[src/rtl/riscv_pkg.sv]
// Shared RV32 fetch/decode definitions: NOP encoding, major opcodes and fetch FSM states.
package riscv_pkg;

    localparam logic [31:0] NOP_INSTR  = 32'h0000_0013;

    localparam logic [6:0]  OPC_LOAD   = 7'b000_0011;
    localparam logic [6:0]  OPC_OP_IMM = 7'b001_0011;
    localparam logic [6:0]  OPC_AUIPC  = 7'b001_0111;
    localparam logic [6:0]  OPC_STORE  = 7'b010_0011;
    localparam logic [6:0]  OPC_OP     = 7'b011_0011;
    localparam logic [6:0]  OPC_LUI    = 7'b011_0111;
    localparam logic [6:0]  OPC_BRANCH = 7'b110_0011;
    localparam logic [6:0]  OPC_JALR   = 7'b110_0111;
    localparam logic [6:0]  OPC_JAL    = 7'b110_1111;

    typedef enum logic [1:0] {
        IDLE = 2'd0,
        WAIT = 2'd1,
        HOLD = 2'd2,
        DROP = 2'd3
    } fetch_state_t;

endpackage

[src/rtl/instr_fetch_unit_if.sv]
// Instruction-memory request/response bus between the fetch unit (master) and imem (slave).
interface instr_fetch_unit_if #(
    parameter int PC_W  = 9,
    parameter int INS_W = 32
);
    logic             imem_req;
    logic [PC_W-1:0]  imem_addr;
    logic             imem_rvalid;
    logic [INS_W-1:0] imem_rdata;

    modport master (
        output imem_req,
        output imem_addr,
        input  imem_rvalid,
        input  imem_rdata
    );

    modport slave (
        input  imem_req,
        input  imem_addr,
        output imem_rvalid,
        output imem_rdata
    );
endinterface

[src/rtl/fetch_hold_buf.sv]
// One-entry {pc, instr} skid buffer catching a fetched word while decode is stalled.
module fetch_hold_buf #(
    parameter int PC_W  = 9,
    parameter int INS_W = 32
) (
    input  logic             clk,
    input  logic             reset,
    input  logic             load,
    input  logic             clear,
    input  logic [PC_W-1:0]  pc_in,
    input  logic [INS_W-1:0] instr_in,
    output logic             valid,
    output logic [PC_W-1:0]  pc,
    output logic [INS_W-1:0] instr
);
    logic             valid_reg;
    logic [PC_W-1:0]  pc_reg;
    logic [INS_W-1:0] instr_reg;

    // Clear wins over load: a flush must never let a captured word survive.
    always_ff @(posedge clk) begin
        if (reset || clear) begin
            valid_reg <= 1'b0;
        end else if (load) begin
            valid_reg <= 1'b1;
            pc_reg    <= pc_in;
            instr_reg <= instr_in;
        end
    end

    assign valid = valid_reg;
    assign pc    = pc_reg;
    assign instr = instr_reg;
endmodule

[src/rtl/instr_fetch_unit.sv]
// PC owner and IF stage: fetches words over req/rvalid, holds them across stalls, flushes on redirects.
module instr_fetch_unit
    import riscv_pkg::*;
#(
    parameter int              PC_W     = 9,
    parameter int              INS_W    = 32,
    parameter logic [PC_W-1:0] RESET_PC = '0
) (
    input  logic                 clk,
    input  logic                 reset,
    instr_fetch_unit_if.master   imem,
    input  logic                 stall,
    input  logic                 br_taken,
    input  logic [PC_W-1:0]      br_target,
    output logic                 if_valid,
    output logic [PC_W-1:0]      if_pc,
    output logic [INS_W-1:0]     if_instr,
    output logic [6:0]           if_opcode
);
    fetch_state_t     state_reg;
    logic [PC_W-1:0]  pc_reg;
    logic [PC_W-1:0]  req_addr_reg;
    logic             req_reg;
    logic             if_valid_reg;
    logic [PC_W-1:0]  if_pc_reg;
    logic [INS_W-1:0] if_instr_reg;

    logic [PC_W-1:0]  target;
    logic [PC_W-1:0]  addr_inc;
    logic             hb_load;
    logic             hb_clear;
    logic             hb_valid;
    logic [PC_W-1:0]  hb_pc;
    logic [INS_W-1:0] hb_instr;

    assign target   = {br_target[PC_W-1:2], 2'b00};
    assign addr_inc = req_addr_reg + PC_W'(4);

    always_comb begin
        hb_load  = 1'b0;
        hb_clear = 1'b0;
        if (state_reg == WAIT && imem.imem_rvalid && !br_taken && stall)
            hb_load = 1'b1;
        if (state_reg != IDLE && br_taken)
            hb_clear = 1'b1;
        if (state_reg == HOLD && !stall)
            hb_clear = 1'b1;
    end

    fetch_hold_buf #(
        .PC_W  (PC_W),
        .INS_W (INS_W)
    ) u_hold_buf (
        .clk      (clk),
        .reset    (reset),
        .load     (hb_load),
        .clear    (hb_clear),
        .pc_in    (req_addr_reg),
        .instr_in (imem.imem_rdata),
        .valid    (hb_valid),
        .pc       (hb_pc),
        .instr    (hb_instr)
    );

    always_ff @(posedge clk) begin
        if (reset) begin
            state_reg    <= IDLE;
            pc_reg       <= RESET_PC;
            req_addr_reg <= RESET_PC;
            req_reg      <= 1'b0;
            if_valid_reg <= 1'b0;
            if_pc_reg    <= '0;
            if_instr_reg <= NOP_INSTR;
        end else begin
            case (state_reg)
                IDLE: begin
                    if (br_taken) begin
                        pc_reg       <= target;
                        req_addr_reg <= target;
                    end
                    state_reg <= WAIT;
                    req_reg   <= 1'b1;
                end
                WAIT: begin
                    if (br_taken) begin
                        if_valid_reg <= 1'b0;
                        if_instr_reg <= NOP_INSTR;
                        pc_reg       <= target;
                        if (imem.imem_rvalid) begin
                            req_addr_reg <= target;
                        end else begin
                            // Request still outstanding: its response must be swallowed in DROP.
                            state_reg <= DROP;
                        end
                    end else if (imem.imem_rvalid) begin
                        if (!stall) begin
                            if_valid_reg <= 1'b1;
                            if_pc_reg    <= req_addr_reg;
                            if_instr_reg <= imem.imem_rdata;
                            pc_reg       <= addr_inc;
                            req_addr_reg <= addr_inc;
                        end else begin
                            state_reg <= HOLD;
                            req_reg   <= 1'b0;
                        end
                    end else if (!stall) begin
                        if_valid_reg <= 1'b0;
                        if_instr_reg <= NOP_INSTR;
                    end
                end
                HOLD: begin
                    if (br_taken) begin
                        if_valid_reg <= 1'b0;
                        if_instr_reg <= NOP_INSTR;
                        pc_reg       <= target;
                        req_addr_reg <= target;
                        state_reg    <= WAIT;
                        req_reg      <= 1'b1;
                    end else if (!stall && hb_valid) begin
                        if_valid_reg <= 1'b1;
                        if_pc_reg    <= hb_pc;
                        if_instr_reg <= hb_instr;
                        pc_reg       <= addr_inc;
                        req_addr_reg <= addr_inc;
                        state_reg    <= WAIT;
                        req_reg      <= 1'b1;
                    end
                end
                DROP: begin
                    if (br_taken)
                        pc_reg <= target;
                    if (imem.imem_rvalid) begin
                        req_addr_reg <= br_taken ? target : pc_reg;
                        state_reg    <= WAIT;
                    end
                end
                default: begin
                    state_reg <= IDLE;
                    req_reg   <= 1'b0;
                end
            endcase
        end
    end

    assign imem.imem_req  = req_reg;
    assign imem.imem_addr = req_addr_reg;
    assign if_valid       = if_valid_reg;
    assign if_pc          = if_pc_reg;
    assign if_instr       = if_instr_reg;
    assign if_opcode      = if_instr_reg[6:0];
endmodule
[src/flat_wrapper.sv]
// flat-port wrapper written by rule: the top's interface ports become plain ports
module instr_fetch_unit_flat import riscv_pkg::*;
#(
    parameter int              PC_W     = 9,
    parameter int              INS_W    = 32,
    parameter logic [PC_W-1:0] RESET_PC = '0
)
  (clk, reset, stall, br_taken, br_target, if_valid, if_pc, if_instr, if_opcode, imem_imem_req, imem_imem_addr, imem_imem_rvalid, imem_imem_rdata);
  instr_fetch_unit_if #(.PC_W(PC_W), .INS_W(INS_W)) imem_i ();
  input  logic clk;
  input  logic reset;
  input  logic stall;
  input  logic br_taken;
  input  logic [PC_W-1:0] br_target;
  output logic if_valid;
  output logic [PC_W-1:0] if_pc;
  output logic [INS_W-1:0] if_instr;
  output logic [6:0] if_opcode;
  output wire logic [$bits(imem_i.imem_req)-1:0] imem_imem_req;
  output wire logic [$bits(imem_i.imem_addr)-1:0] imem_imem_addr;
  input wire logic [$bits(imem_i.imem_rvalid)-1:0] imem_imem_rvalid;
  input wire logic [$bits(imem_i.imem_rdata)-1:0] imem_imem_rdata;
  assign imem_imem_req = imem_i.imem_req;
  assign imem_imem_addr = imem_i.imem_addr;
  assign imem_i.imem_rvalid = imem_imem_rvalid;
  assign imem_i.imem_rdata = imem_imem_rdata;
  instr_fetch_unit #(.PC_W(PC_W), .INS_W(INS_W), .RESET_PC(RESET_PC)) u_core (.clk(clk), .reset(reset), .imem(imem_i), .stall(stall), .br_taken(br_taken), .br_target(br_target), .if_valid(if_valid), .if_pc(if_pc), .if_instr(if_instr), .if_opcode(if_opcode));
endmodule
[config.mk]
export PLATFORM = sky130hd
export DESIGN_NAME = instr_fetch_unit_flat
export DESIGN_NICKNAME = d
export VERILOG_FILES = /design/src/rtl/riscv_pkg.sv /design/src/rtl/instr_fetch_unit_if.sv /design/src/rtl/fetch_hold_buf.sv /design/src/rtl/instr_fetch_unit.sv /design/src/flat_wrapper.sv
export SDC_FILE = /design/constraint.sdc
export NUM_CORES = 1
export LEC_CHECK = 0
export ABC_CLOCK_PERIOD_IN_PS = 10980
export CAP_MARGIN = 20
export CORE_MARGIN = 1
export CORE_UTILIZATION = 54
export CTS_BUF_LIST = sky130_fd_sc_hd__clkbuf_16
export DETAILED_ROUTE_END_ITERATION = 6
export PLACE_DENSITY = 0.9
export SLEW_MARGIN = 30
export SYNTH_ARGS = -nofsm -noshare
export SYNTH_HDL_FRONTEND = slang
export SYNTH_SLANG_ARGS = --single-unit
[constraint.sdc]
create_clock -name clk -period 10.98 [get_ports clk]
set_input_delay 3.294 -clock clk [delete_from_list [all_inputs] [get_ports clk]]
set_output_delay 3.294 -clock clk [all_outputs]
set_load 0.05 [all_outputs]
# Word-level counts from Yosys, hierarchy flattened
# Cells that the tools add are included.
totals:
  register_bits: 105
  input_bits: 46
  out_inout_bits: 59
  wordCells: 97
op_classes:
  n_addsub: 1
  eq_ne: 16
  muxes: 48
  bitwise_logic: 1
  n_reduce_logical: 21
op_table:
  columns: ["operator", "count"]
  rows:
  - ["$mux 32", 6]
  - ["$mux 9", 15]
  - ["$pmux 32 s2", 1]
  - ["$pmux 9 s4", 1]
  - ["$pmux 9 s3", 1]
  - ["$pmux 9 s2", 1]
  - ["$ne 2x2->1 const B", 8]
  - ["$ne 3x3->1 const B", 5]
  - ["$reduce_and 5->1", 3]
  - ["$mux 2", 7]
  - ["$mux 1", 13]
  - ["$add 9x3->9 const B", 1]
  - ["$pmux 2 s4", 1]
  - ["$logic_and 1x1->1", 6]
  - ["$reduce_and 3->1", 2]
  - ["$reduce_and 6->1", 1]
  - ["$eq 2x2->1 const B", 2]
  - ["$reduce_bool 2->1", 2]
  - ["$pmux 1 s3", 1]
  - ["$reduce_bool 3->1", 1]
  - ["$eq 2x1->1 const B", 1]
  - ["$logic_not 1->1", 2]
  - ["$logic_not 2->1", 1]
  - ["$pmux 1 s2", 1]
  - ["other kinds (4)", 4]

# Longest topological paths before layout
# Gate-level depths: netlist (run 1).
logic_depth:
  word_depth: 7
  mapped_depth: 9
  depth_no_buf: 6

# Cells and area by module
# A second synthesis (run 1) with hierarchy kept.
hier_totals:
  cells_unflattened: 431
  area_unflattened_um2: 4705.8
modules_own_cells:
  columns: ["mod", "n_inst", "cells_per_inst", "area_per_inst_um2", "seq_area_each_um2"]
  rows:
  - ["instr_fetch_unit", 1, 386, 3428.3, 1261.2]
  - ["fetch_hold_buf", 1, 45, 1277.5, 1251.2]

# Least setup slack after synthesis (run 1)
# No wires, ideal clock.
synth_path:
  path_kind: "input to register"
  start: "input br_taken"
  end: "register u_core.u_hold_buf.instr_reg[0] (netlist: u_core.u_hold_buf.instr[0]) (enable)"
  t_arrival_ns: 5.508
  required_time_ns: 10.541
  path_slack_ns: 5.033
  path_stages: 4
  cell_sequence: "buf_6 > clkbuf_1 > nand4b_1 > nor2_1"
synth_between:
  elab_chain_cells: 6
  word_cells_on_any_way: 10
  classes_between: "mux (3); bitwise (1); reduce/logical (6)"
synth_rtl:
  columns: ["item", "line_no", "rtl"]
  rows:
  - ["start, declared", "flat_wrapper.sv:13", "input logic br_taken;"]
  - ["$logic_and 1x1->1", "instr_fetch_unit.sv:44", "if (state_reg != IDLE && br_taken)"]
  - ["$mux 1", "instr_fetch_unit.sv:44", null]
  - ["$mux 1", "instr_fetch_unit.sv:46", "if (state_reg == HOLD && !stall)"]
  - ["$logic_or 1x1->1", "fetch_hold_buf.sv:22", "if (reset || clear) begin"]
  - ["$not 1->1 (no line)", null, null]
  - ["$reduce_and 2->1 (no line) (*)", null, null]
  - ["end signal, assigned", "fetch_hold_buf.sv:27", "instr_reg <= instr_in;"]
  - ["end, declared", "fetch_hold_buf.sv:18", "logic [INS_W-1:0] instr_reg;"]
# Every way passes the cells marked *; elsewhere a longest branch is shown, timed or not.
# A chain may end at the register's enable or synchronous reset.

# Worst setup path after layout (run 1)
layout_path:
  start: "input br_taken"
  end: "register u_core.if_instr_reg[31] (netlist: u_core.if_instr[31])"
layout_between:
  elab_chain_cells: 2
  word_cells_on_any_way: 6
  classes_between: "eq/ne (2); mux (3); reduce/logical (1)"
layout_rtl:
  columns: ["item", "line_no", "rtl"]
  rows:
  - ["$ne 3x3->1 (no line) (tied with other cells)", null, null]
  - ["$reduce_and 3->1 (no line) or $pmux 32 s2 (tied branches)", null, null]
  - ["end signal, assigned", "instr_fetch_unit.sv:99", "if_instr_reg <= imem.imem_rdata;"]
  - ["end signal, assigned", "instr_fetch_unit.sv:122", "if_instr_reg <= hb_instr;"]
  - ["end, declared", "instr_fetch_unit.sv:26", "logic [INS_W-1:0] if_instr_reg;"]
# Several ways; a longest one is shown, not always the timed one.

==> run_results.csv, run 1 <==
group,metric,value,unit
pwr,p_per_area,197,nW/um2
floorplanning,dieHeight,95.0,um
synth,synth_top_cell_by_area,"dfxtp_1",
worst_setup_path,r2r-end,"u_core.if_instr[31]$_SDFFE_PP0P_",
synth,synth_cells,439,
sta,drv_slew,0,
synth,synth.yosys.warnings,0,
synth,synth.most_common_cell,"dfxtp_1",
worst_setup_path,worst_setup_path_start_kind,"primary input",
cts,cts_hold_buf,0,
cells_and_area,syn2layout_area_growth,27.5,%
grt,antenna_found_initial,0,
cells_and_area,final_layout_size_suffix_gt1_frac,0.0626,
synth,synthTopCellsByCount,"64 x dfxtp_1, 45 x a211oi_1, 45 x a21oi_1",
sta,hold_violations,0,
worst_setup_path,arrival,6.33,ns
pwr,leakagePower,0.00195,uW
hold_path,worstHoldStart,"u_core.pc_reg[5]$_SDFFE_PP0P_",
floorplanning,boundaryPins,105,
run_status,status,"finished, final reports clean",
cts,clkSlewWorstSetupHoldPaths,0.07,ns
synth,avgSynthCellArea,10.6,um2
drt,routed_via_density,6.39,
sta,max-slew-margin-rel,0.369,
synth,synth_top_area_share,0.274,
cts,htree_levels,3,
hold_path,whs_endpoint,"u_core.pc_reg[5]$_SDFFE_PP0P_",
drt,routedWlPerCell,18.8,um
cells_and_area,n_antenna_cell,0,
cells_and_area,multiInputGateArea,1890,um2
sta,rsz0062_at_grt,"false",
worst_setup_path,path_cells,"clkdlybuf4s50_1 > inv_1 > o21ai_2 > buf_4 > and2_2 > a211oi_1",
cts,cts_tree,"done",
floorplanning,die_x,95.0,um
floorplanning,die_area,9020,um2
worst_setup_path,critPathMaxFanout,34,
placement,dp_hpwl,7400,um
worst_setup_path,crit_buf_inv,3,
cts,post_cts_buffers,0,
sta,timing.final.crit_share,0.560,
hold_path,min_path_type,"reg -> reg",
cells_and_area,fin_cells,616,
worst_setup_path,rr_startpoint,"u_core.state_reg[0]$_SDFFE_PP0P_",
cts,root_buffer,"clkbuf_16",
cts,ctsResizeCount,0,
drt,dr.pass1.iters,5,
cts,clkSinkCount,105,
sta,final.min_clock_period,6.15,ns
cells_and_area,nets,557,
drt,drc,0,
worst_setup_path,ff2ff_setup_slack,8.29,ns
floorplanning,core_region_area,8300,um2
placement,io_buffers,102,
sta,clock_skew,0.0111,ns
synth,yosysSeqAreaShare,0.538,
synth,synth_flop_cell,"dfxtp_1",
drt,ant_nets,0,
cells_and_area,seq_area,2510,um2
synth,ys_types,60,
sta,worstMarginPinSlew,0.944,ns
sta,totalNegativeSetupSlack,0,ns
grt,grt_overflow,0,
sta,fmax,163,MHz
run,cap_violations,0,
drt,drtIter0Drc,518,
worst_setup_path,rr_worst_depth,5,
cts,cts_inserted_buffers,9,
synth,synth_area_leaders,"dfxtp_1 27%, edfxtp_1 26%, a211oi_1 7.2%, a22oi_1 5.3%, a21oi_1 4.8%",
worst_setup_path,critPathRequiredTime,11.16,ns
cts,clockBufferDepth,2,
floorplanning,start_util,0.563,
synth,syn_nets,490,
hold_path,hold_depth,2,
synth,syn_area,4670,um2
synth,synth_seq_cells,105,
placement,place.gp.congestion,0.869,
floorplanning,core.rowCount,33,
sta,setup_viol,0,
drt,vias,3935,
worst_setup_path,slowest_stage,"clkdlybuf4s50_1",
grt,grtUsageTotal,0.269,
cells_and_area,fillCellCount,571,
pwr,vdd_drop_max,0.0983,mV
worst_setup_path,cpPeakStageDelay,1.09,ns
drt,wirelength,11600,um
worst_setup_path,path_class,"in -> reg",
pwr,total_power,1170,uW
synth,synth-edff-count,41,
worst_setup_path,end_kind,"register",
synth,async_flop_share,0,
grt,grt_pass1_vias,3746,
placement,dp_cells,600,
cells_and_area,final_core_util,0.717,
cts,clk_latency,0.34,ns
worst_setup_path,crit_family,"buffers and inverters",
grt,grt_pass1_wl,18800,um
grt,grt_max_degree,67,
## routing by layer
metal,vias up,routed length (um),global-route usage
met5,-,0,0
met4,0,280,0.0934
met3,28,795,0.0427
met2,206,5790,0.444
met1,1873,4720,0.359
li1,1828,-,-
## where the power goes
group	switching (uW)	internal (uW)	leakage [uW]
combinational	235	126	0.000897
clock	138	198	0.000160
sequential	32.0	442	0.000895
## tightest hold or removal path: cells and delay by family, from the launching register on
family                 cells  cell delay (ns)
flip-flops                 1             0.31
buffers and inverters      1             0.05
AO/OA/AOI/OAI              1             0.06
## metrics by stage
step / setup WS, ns / hold WS (ns) / area (um2)
after detailed placement: 4.55 / 0.463 / 5640
after global routing: 4.62 / 0.497 / 5950
after CTS: 4.88 / 0.473 / 5950
after floorplan: 5.03 / 0.443 / 4670
after global placement: 4.24 / 0.458 / 5600
final: 4.83 / 0.472 / 5950
## cell usage in the layout, fill, tap and decap left out, types with 4 or more instances in the layout
cell type        Yosys  final
clkdlybuf4s50_1      0    101
dfxtp_1             64     64
a21oi_1             45     45
a211oi_1            45     45
edfxtp_1            41     41
a22oi_1             33     33
nor2_1              23     21
inv_1               12     15
nand2_1             12     12
mux2i_1              9      9
clkbuf_16            0      9
nand3_1              7      7
a311oi_1             6      6
o21ai_0              6      6
nor3_1               6      6
nand2b_1             5      5
o211ai_1             5      5
a22o_1               4      4
a311o_1              4      4
nand4_1              4      4
ha_1                 5      4
## final cells by class
| type | count | share of cell area |
|---|---|---|
| inverter | 13 | 0.00820 |
| clock buffer | 9 | 0.0378 |
| multi-input combinational | 272 | 0.318 |
| timing repair buffer | 105 | 0.178 |
| sequential | 105 | 0.422 |
| tap | 105 | 0.0221 |
| clock inverter | 7 | 0.0147 |
## logic make-up after synthesis
| family | after synthesis | synth area share |
|---|---|---|
| buffers and inverters | 62 | 0.0622 |
| adder cells (fa/ha/maj) | 5 | 0.0134 |
| multiplexers | 10 | 0.0217 |
| AND/OR/NAND/NOR | 75 | 0.0815 |
| flip-flops | 105 | 0.538 |
| XOR/XNOR | 4 | 0.00750 |
| AO/OA/AOI/OAI | 178 | 0.276 |
## how the worst max path moves through the flow
| stage | startpoint | to | slack, ns | cells past startpoint |
|---|---|---|---|---|
| after global routing | br_taken | u_core.if_instr[31]$_SDFFE_PP0P_ | 4.62 | 6 |
| after detailed placement | br_taken | u_core.if_instr[10]$_SDFFE_PP0P_ | 4.55 | 6 |
| after CTS | br_taken | u_core.if_instr[31]$_SDFFE_PP0P_ | 4.88 | 6 |
| after floorplan | br_taken | u_core.u_hold_buf.instr[0]$_DFFE_PP_ | 5.03 | 4 |
| after global placement | br_taken | u_core.if_valid$_SDFFE_PP0P_ | 4.24 | 6 |
| final | br_taken | u_core.if_instr[31]$_SDFFE_PP0P_ | 4.83 | 6 |
Note: power is estimated with default switching activity, not from simulation.
==> inputs of run 2 (changes only) <==
- ABC_CLOCK_PERIOD_IN_PS: 10980 -> 6000
- CORE_UTILIZATION: 54 -> 50
- PLACE_DENSITY: 0.9 -> 0.84
- clock period: 10.98 -> 6 ns (I/O delays scaled with it)
==> run_results.csv, run 2 (synthesis results as in run 1) <==
group,metric,value,unit
drt,dr.pass1.iters,5,
placement,place.gp.congestion,0.909,
drt,wirelength,11500,um
sta,max-slew-margin-rel,0.476,
floorplanning,core.rowCount,34,
sta,clock_skew,0.00857,ns
pwr,vdd_drop_max,0.202,mV
cells_and_area,multiInputGateArea,1880,um2
sta,hold_violations,0,
grt,antenna_found_initial,0,
pwr,leakagePower,0.00195,uW
run_status,status,"finished, final reports clean",
cells_and_area,nets,561,
pwr,p_per_area,356,nW/um2
placement,dp_slack,1.93,ns
hold_path,min_path_type,"reg -> reg",
floorplanning,die_area,9730,um2
cts,clk_latency,0.35,ns
run,cap_violations,0,
cts,root_buffer,"clkbuf_16",
worst_setup_path,crit_buf_inv,4,
placement,io_buffers,102,
pwr,p_clk_frac,0.279,
cts,ctsResizeCount,0,
sta,worstMarginPinSlew,0.787,ns
drt,ant_nets,0,
cts,post_cts_buffers,0,
sta,fmax,269,MHz
cells_and_area,syn2layout_area_growth,27.6,%
worst_setup_path,path_cells,"clkdlybuf4s50_1 > buf_4 > inv_1 > o21ai_2 > buf_4 > a21boi_0 > a211o_1",
cts,cts_hold_buf,0,
grt,grt_pass1_wl,18700,um
floorplanning,dieHeight,98.6,um
drt,vias,3923,
floorplanning,die_x,98.6,um
worst_setup_path,crit_family,"buffers and inverters",
sta,final.min_clock_period,3.71,ns
pwr,p_int,1340,uW
worst_setup_path,worst_setup_path_start_kind,"primary input",
worst_setup_path,slowest_stage,"clkdlybuf4s50_1",
drt,m1WireLength,4810,um
pwr,combinationalPowerShare,0.312,
cells_and_area,seq_area,2510,um2
sta,totalNegativeSetupSlack,0,ns
drt,routedWlPerCell,18.5,um
cts,htree_levels,3,
cells_and_area,final_common_cell,"clkdlybuf4s50_1",
cells_and_area,n_antenna_cell,0,
cts,clkSlewWorstSetupHoldPaths,0.08,ns
cts,clockBufferDepth,2,
drt,highest_layer,"met4",
cells_and_area,layout_common_cells,"101 x clkdlybuf4s50_1, 64 x dfxtp_1, 45 x a21oi_1, 45 x a211oi_1, 41 x edfxtp_1",
worst_setup_path,critPathMaxFanout,29,
drt,routed_via_density,6.30,
sta,setup_viol,0,
grt,grt_pass1_vias,3776,
worst_setup_path,end_kind,"register",
cts,cts_tree,"done",
cts,clkSinkCount,105,
drt,dr_wl_met2,5700,um
floorplanning,start_util,0.525,
sta,timing.final.crit_share,0.619,
floorplanning,boundaryPins,105,
drt,drc,0,
worst_setup_path,path_class,"in -> reg",
cts,cts_inserted_buffers,9,
floorplanning,core_region_area,8890,um2
pwr,switchingPower,785,uW
pwr,switching_share,0.370,
placement,dp_hpwl,7550,um
drt,wl_met3,747,um
drt,drtIter0Drc,349,
worst_setup_path,cpPeakStageDelay,0.45,ns
worst_setup_path,critPathRequiredTime,6.25,ns
grt,grt_overflow,0,
sta,fin_ws,2.29,ns
worst_setup_path,critPathMostFrequentCell,"buf_4",
worst_setup_path,arrival,3.96,ns
grt,grt_max_degree,67,
pwr,seqPwrFrac,0.409,
sta,rsz0062_at_grt,"false",
sta,drv_slew,0,
grt,grtUsageTotal,0.243,
cells_and_area,final_layout_size_suffix_gt1_frac,0.0718,
cells_and_area,fillCellCount,662,
pwr,total_power,2120,uW
run 2: metal layers:
layer | up-vias | GRT usage
met5 | - | 0
met4 | 0 | 0.130
li1 | 1835 | -
met1 | 1868 | 0.322
met3 | 23 | 0.0333
met2 | 197 | 0.389
run 2: worst reg2reg max path, delay by kind of cell (launching register included):
kind	cells	cell delay, ns
and+or+nand+nor	1	0.10
adders and majority gates	1	0.60
buffers and inverters	2	0.52
DFF	1	0.39
AOI/OAI and AO/OA	2	0.96
run 2: worst paths after layout:
| path | startpoint | end | slack (ns) | cells after the start |
|---|---|---|---|---|
| hold reg to reg | u_core.pc_reg[5]$_SDFFE_PP0P_ | u_core.pc_reg[5]$_SDFFE_PP0P_ | 0.48 | 2 |
| setup reg to reg | u_core.state_reg[0]$_SDFFE_PP0P_ | u_core.if_pc[4]$_SDFFE_PP0P_ | 3.35 | 6 |
| hold / removal | u_core.pc_reg[5]$_SDFFE_PP0P_ | u_core.pc_reg[5]$_SDFFE_PP0P_ | 0.48 | 2 |
| setup / recovery | br_taken | u_core.if_instr[0]$_SDFFE_PP1P_ | 2.29 | 7 |
run 2: power by group through the flow:
stage          Combinational [uW]  Sequential, uW  Clock (uW)
4_1_cts                       662             867         598
5_1_grt                       701             878         626
3_5_place_dp                  658             882           0
6_report                      663             868         593
3_3_place_gp                  643             878           0
2_1_floorplan                 287            1050           0
run 2: stage by stage:
step           area [um2]  hold slack, ns  utilization  cells
6_report             5960           0.477        0.670    623
5_1_grt              5960           0.503        0.670    623
4_1_cts              5960           0.480        0.670    623
3_5_place_dp         5650           0.469        0.635    607
3_3_place_gp         5650           0.457        0.635    607
2_1_floorplan        4670           0.443            -    439
run 2: final cells by class:
type                       count  share of cell area
multi-input combinational    272               0.316
sequential                   105               0.422
inverter                      13             0.00819
clock buffer                   9              0.0378
clock inverter                 7              0.0143
timing repair buffer         109               0.179
tap                          108              0.0227
==> inputs of run 3 (changes only) <==
- ABC_CLOCK_PERIOD_IN_PS: 6000 -> 3900
- clock period: 6 -> 3.9 ns (I/O delays scaled with it)
==> run_results.csv, run 3 (synthesis results as in run 1) <==
group,metric,value,unit
run_status,status,"finished, final reports clean",
floorplanning,core.rowCount,34,
placement,place.gp.congestion,0.916,
run,cap_violations,0,
sta,final.min_clock_period,3.05,ns
floorplanning,start_util,0.525,
cts,post_cts_buffers,0,
floorplanning,die_area,9730,um2
cells_and_area,final_layout_size_suffix_gt1_frac,0.0698,
cts,root_buffer,"clkbuf_16",
drt,drc,0,
grt,globalRouteMet3Util,0.0440,
drt,routedWlPerCell,18.2,um
placement,dp_cells,608,
cts,clk_latency,0.34,ns
worst_setup_path,cp.depth,5,
grt,grt_pass1_wl,18700,um
cts,htree_levels,3,
worst_setup_path,cpPeakStageDelay,0.70,ns
worst_setup_path,crit_buf_inv,1,
cells_and_area,layout_common_cells,"101 x clkdlybuf4s50_1, 64 x dfxtp_1, 45 x a21oi_1, 45 x a211oi_1, 41 x edfxtp_1",
grt,use_met2,0.397,
worst_setup_path,r2r-end,"u_core.if_pc[7]$_SDFFE_PP0P_",
worst_setup_path,ff2ff_setup_slack,1.21,ns
floorplanning,boundaryPins,105,
drt,dr.pass1.iters,6,
cts,cts_tree,"done",
cts,cts_inserted_buffers,9,
worst_setup_path,end_kind,"register",
worst_setup_path,startpoint,"stall",
hold_path,min_path_type,"reg -> reg",
grt,grt-busiest-layer,"met2",
grt,grt_max_degree,41,
grt,antenna_found_initial,0,
sta,drv_slew,0,
grt,grt_pass1_vias,3759,
pwr,p_per_area,538,nW/um2
pwr,vdd_drop_max,0.329,mV
floorplanning,dieHeight,98.6,um
sta,worstMarginPinSlew,0.773,ns
cells_and_area,final_common_cell,"clkdlybuf4s50_1",
cts,ctsResizeCount,0,
worst_setup_path,critPathRequiredTime,4.15,ns
drt,routed_via_density,6.31,
placement,dp_hpwl,7730,um
sta,timing.final.crit_share,0.781,
pwr,leakagePower,0.00195,uW
cts,clockBufferDepth,2,
sta,fmax,328,MHz
worst_setup_path,critPathCapture,"u_core.if_pc[7]$_SDFFE_PP0P_",
grt,grt_overflow,0,
sta,totalNegativeSetupSlack,0,ns
worst_setup_path,critPathMaxFanout,18,
grt,met1_usage,0.316,
drt,vias,3936,
sta,rsz0062_at_grt,"false",
worst_setup_path,path_class,"in -> reg",
cells_and_area,fin_cells,624,
floorplanning,die_x,98.6,um
worst_setup_path,rr_startpoint,"u_core.state_reg[0]$_SDFFE_PP0P_",
worst_setup_path,slowest_stage,"a221oi_4",
sta,setup_viol,0,
drt,ant_nets,0,
sta,hold_violations,0,
worst_setup_path,rr_worst_depth,6,
cells_and_area,syn2layout_area_growth,27.0,%
worst_setup_path,worst_setup_path_start_kind,"primary input",
sta,max-slew-margin-rel,0.484,
cts,clkSinkCount,105,
sta,clock_skew,0.00691,ns
worst_setup_path,path_cells,"clkdlybuf4s50_1 > or3b_4 > a221oi_4 > nor2_1 > a211oi_1",
worst_setup_path,arrival,3.30,ns
cts,cts_hold_buf,0,
grt,grtUsageTotal,0.241,
cells_and_area,n_antenna_cell,0,
drt,drtIter0Drc,349,
cells_and_area,nets,562,
worst_setup_path,crit_family,"compound AO/OA/AOI/OAI gates",
floorplanning,core_region_area,8890,um2
placement,io_buffers,102,
drt,wirelength,11300,um
cts,clkSlewWorstSetupHoldPaths,0.07,ns
==> run 3: cell types whose count changed in the layout (fill, tap and decap cells not counted), sizes merged <==
cell      before  now
inv           14   15
clkinvlp       1    0
buf            8    9
==> run 3: worst min-delay path by stage <==
| stage | from | to | cells past startpoint |
|---|---|---|---|
| after global routing | u_core.if_pc[2]$_SDFFE_PP0P_ | u_core.if_pc[2]$_SDFFE_PP0P_ | 2 |
| after floorplan | u_core.pc_reg[5]$_SDFFE_PP0P_ | u_core.pc_reg[5]$_SDFFE_PP0P_ | 2 |
| final | u_core.pc_reg[5]$_SDFFE_PP0P_ | u_core.pc_reg[5]$_SDFFE_PP0P_ | 2 |
| after detailed placement | u_core.pc_reg[2]$_SDFFE_PP0P_ | u_core.pc_reg[2]$_SDFFE_PP0P_ | 2 |
| after global placement | u_core.pc_reg[5]$_SDFFE_PP0P_ | u_core.pc_reg[5]$_SDFFE_PP0P_ | 2 |
| after CTS | u_core.pc_reg[2]$_SDFFE_PP0P_ | u_core.pc_reg[2]$_SDFFE_PP0P_ | 2 |
==> run 3: layout make-up <==
| type | count | area, um2 |
|---|---|---|
| sequential | 105 | 2510 |
| fill | 670 | 2960 |
| clock inverter | 7 | 51.3 |
| timing repair buffer | 110 | 1080 |
| inverter | 13 | 48.8 |
| tap | 108 | 135 |
| multi-input combinational | 272 | 1880 |
| clock buffer | 9 | 225 |
==> run 3: metrics by stage <==
stage	setup WS (ns)	total power (uW)	utilization	area, um2	hold slack, ns
CTS	0.851	3200	0.667	5930	0.482
floorplan	0.0770	2060	-	4670	0.443
detailed placement	0.506	2370	0.636	5650	0.471
global route	0.647	3330	0.667	5930	0.511
finish	0.853	3190	0.667	5930	0.478
global placement	0.586	2340	0.636	5650	0.457
==> run 3: routing by layer <==
layer / up-vias / routed length (um)
li1: 1839 / -
met1: 1921 / 4760
met2: 161 / 5680
met3: 15 / 687
met4: 0 / 190
met5: - / 0
==> run 3: worst register-to-register path, stage by stage, from the launching register on <==
cell and delay (ns):
dfxtp_1 0.38, inv_1 0.09, ha_1 0.63, clkinv_1 0.43, a221oi_4 0.70, nor2_1 0.12, a211oi_1 0.26
==> run 3: power breakdown <==
part | switching [uW] | internal [uW]
Sequential | 90.9 | 1240
Clock | 403 | 438
Combinational | 659 | 357
Total | 1150 | 2040
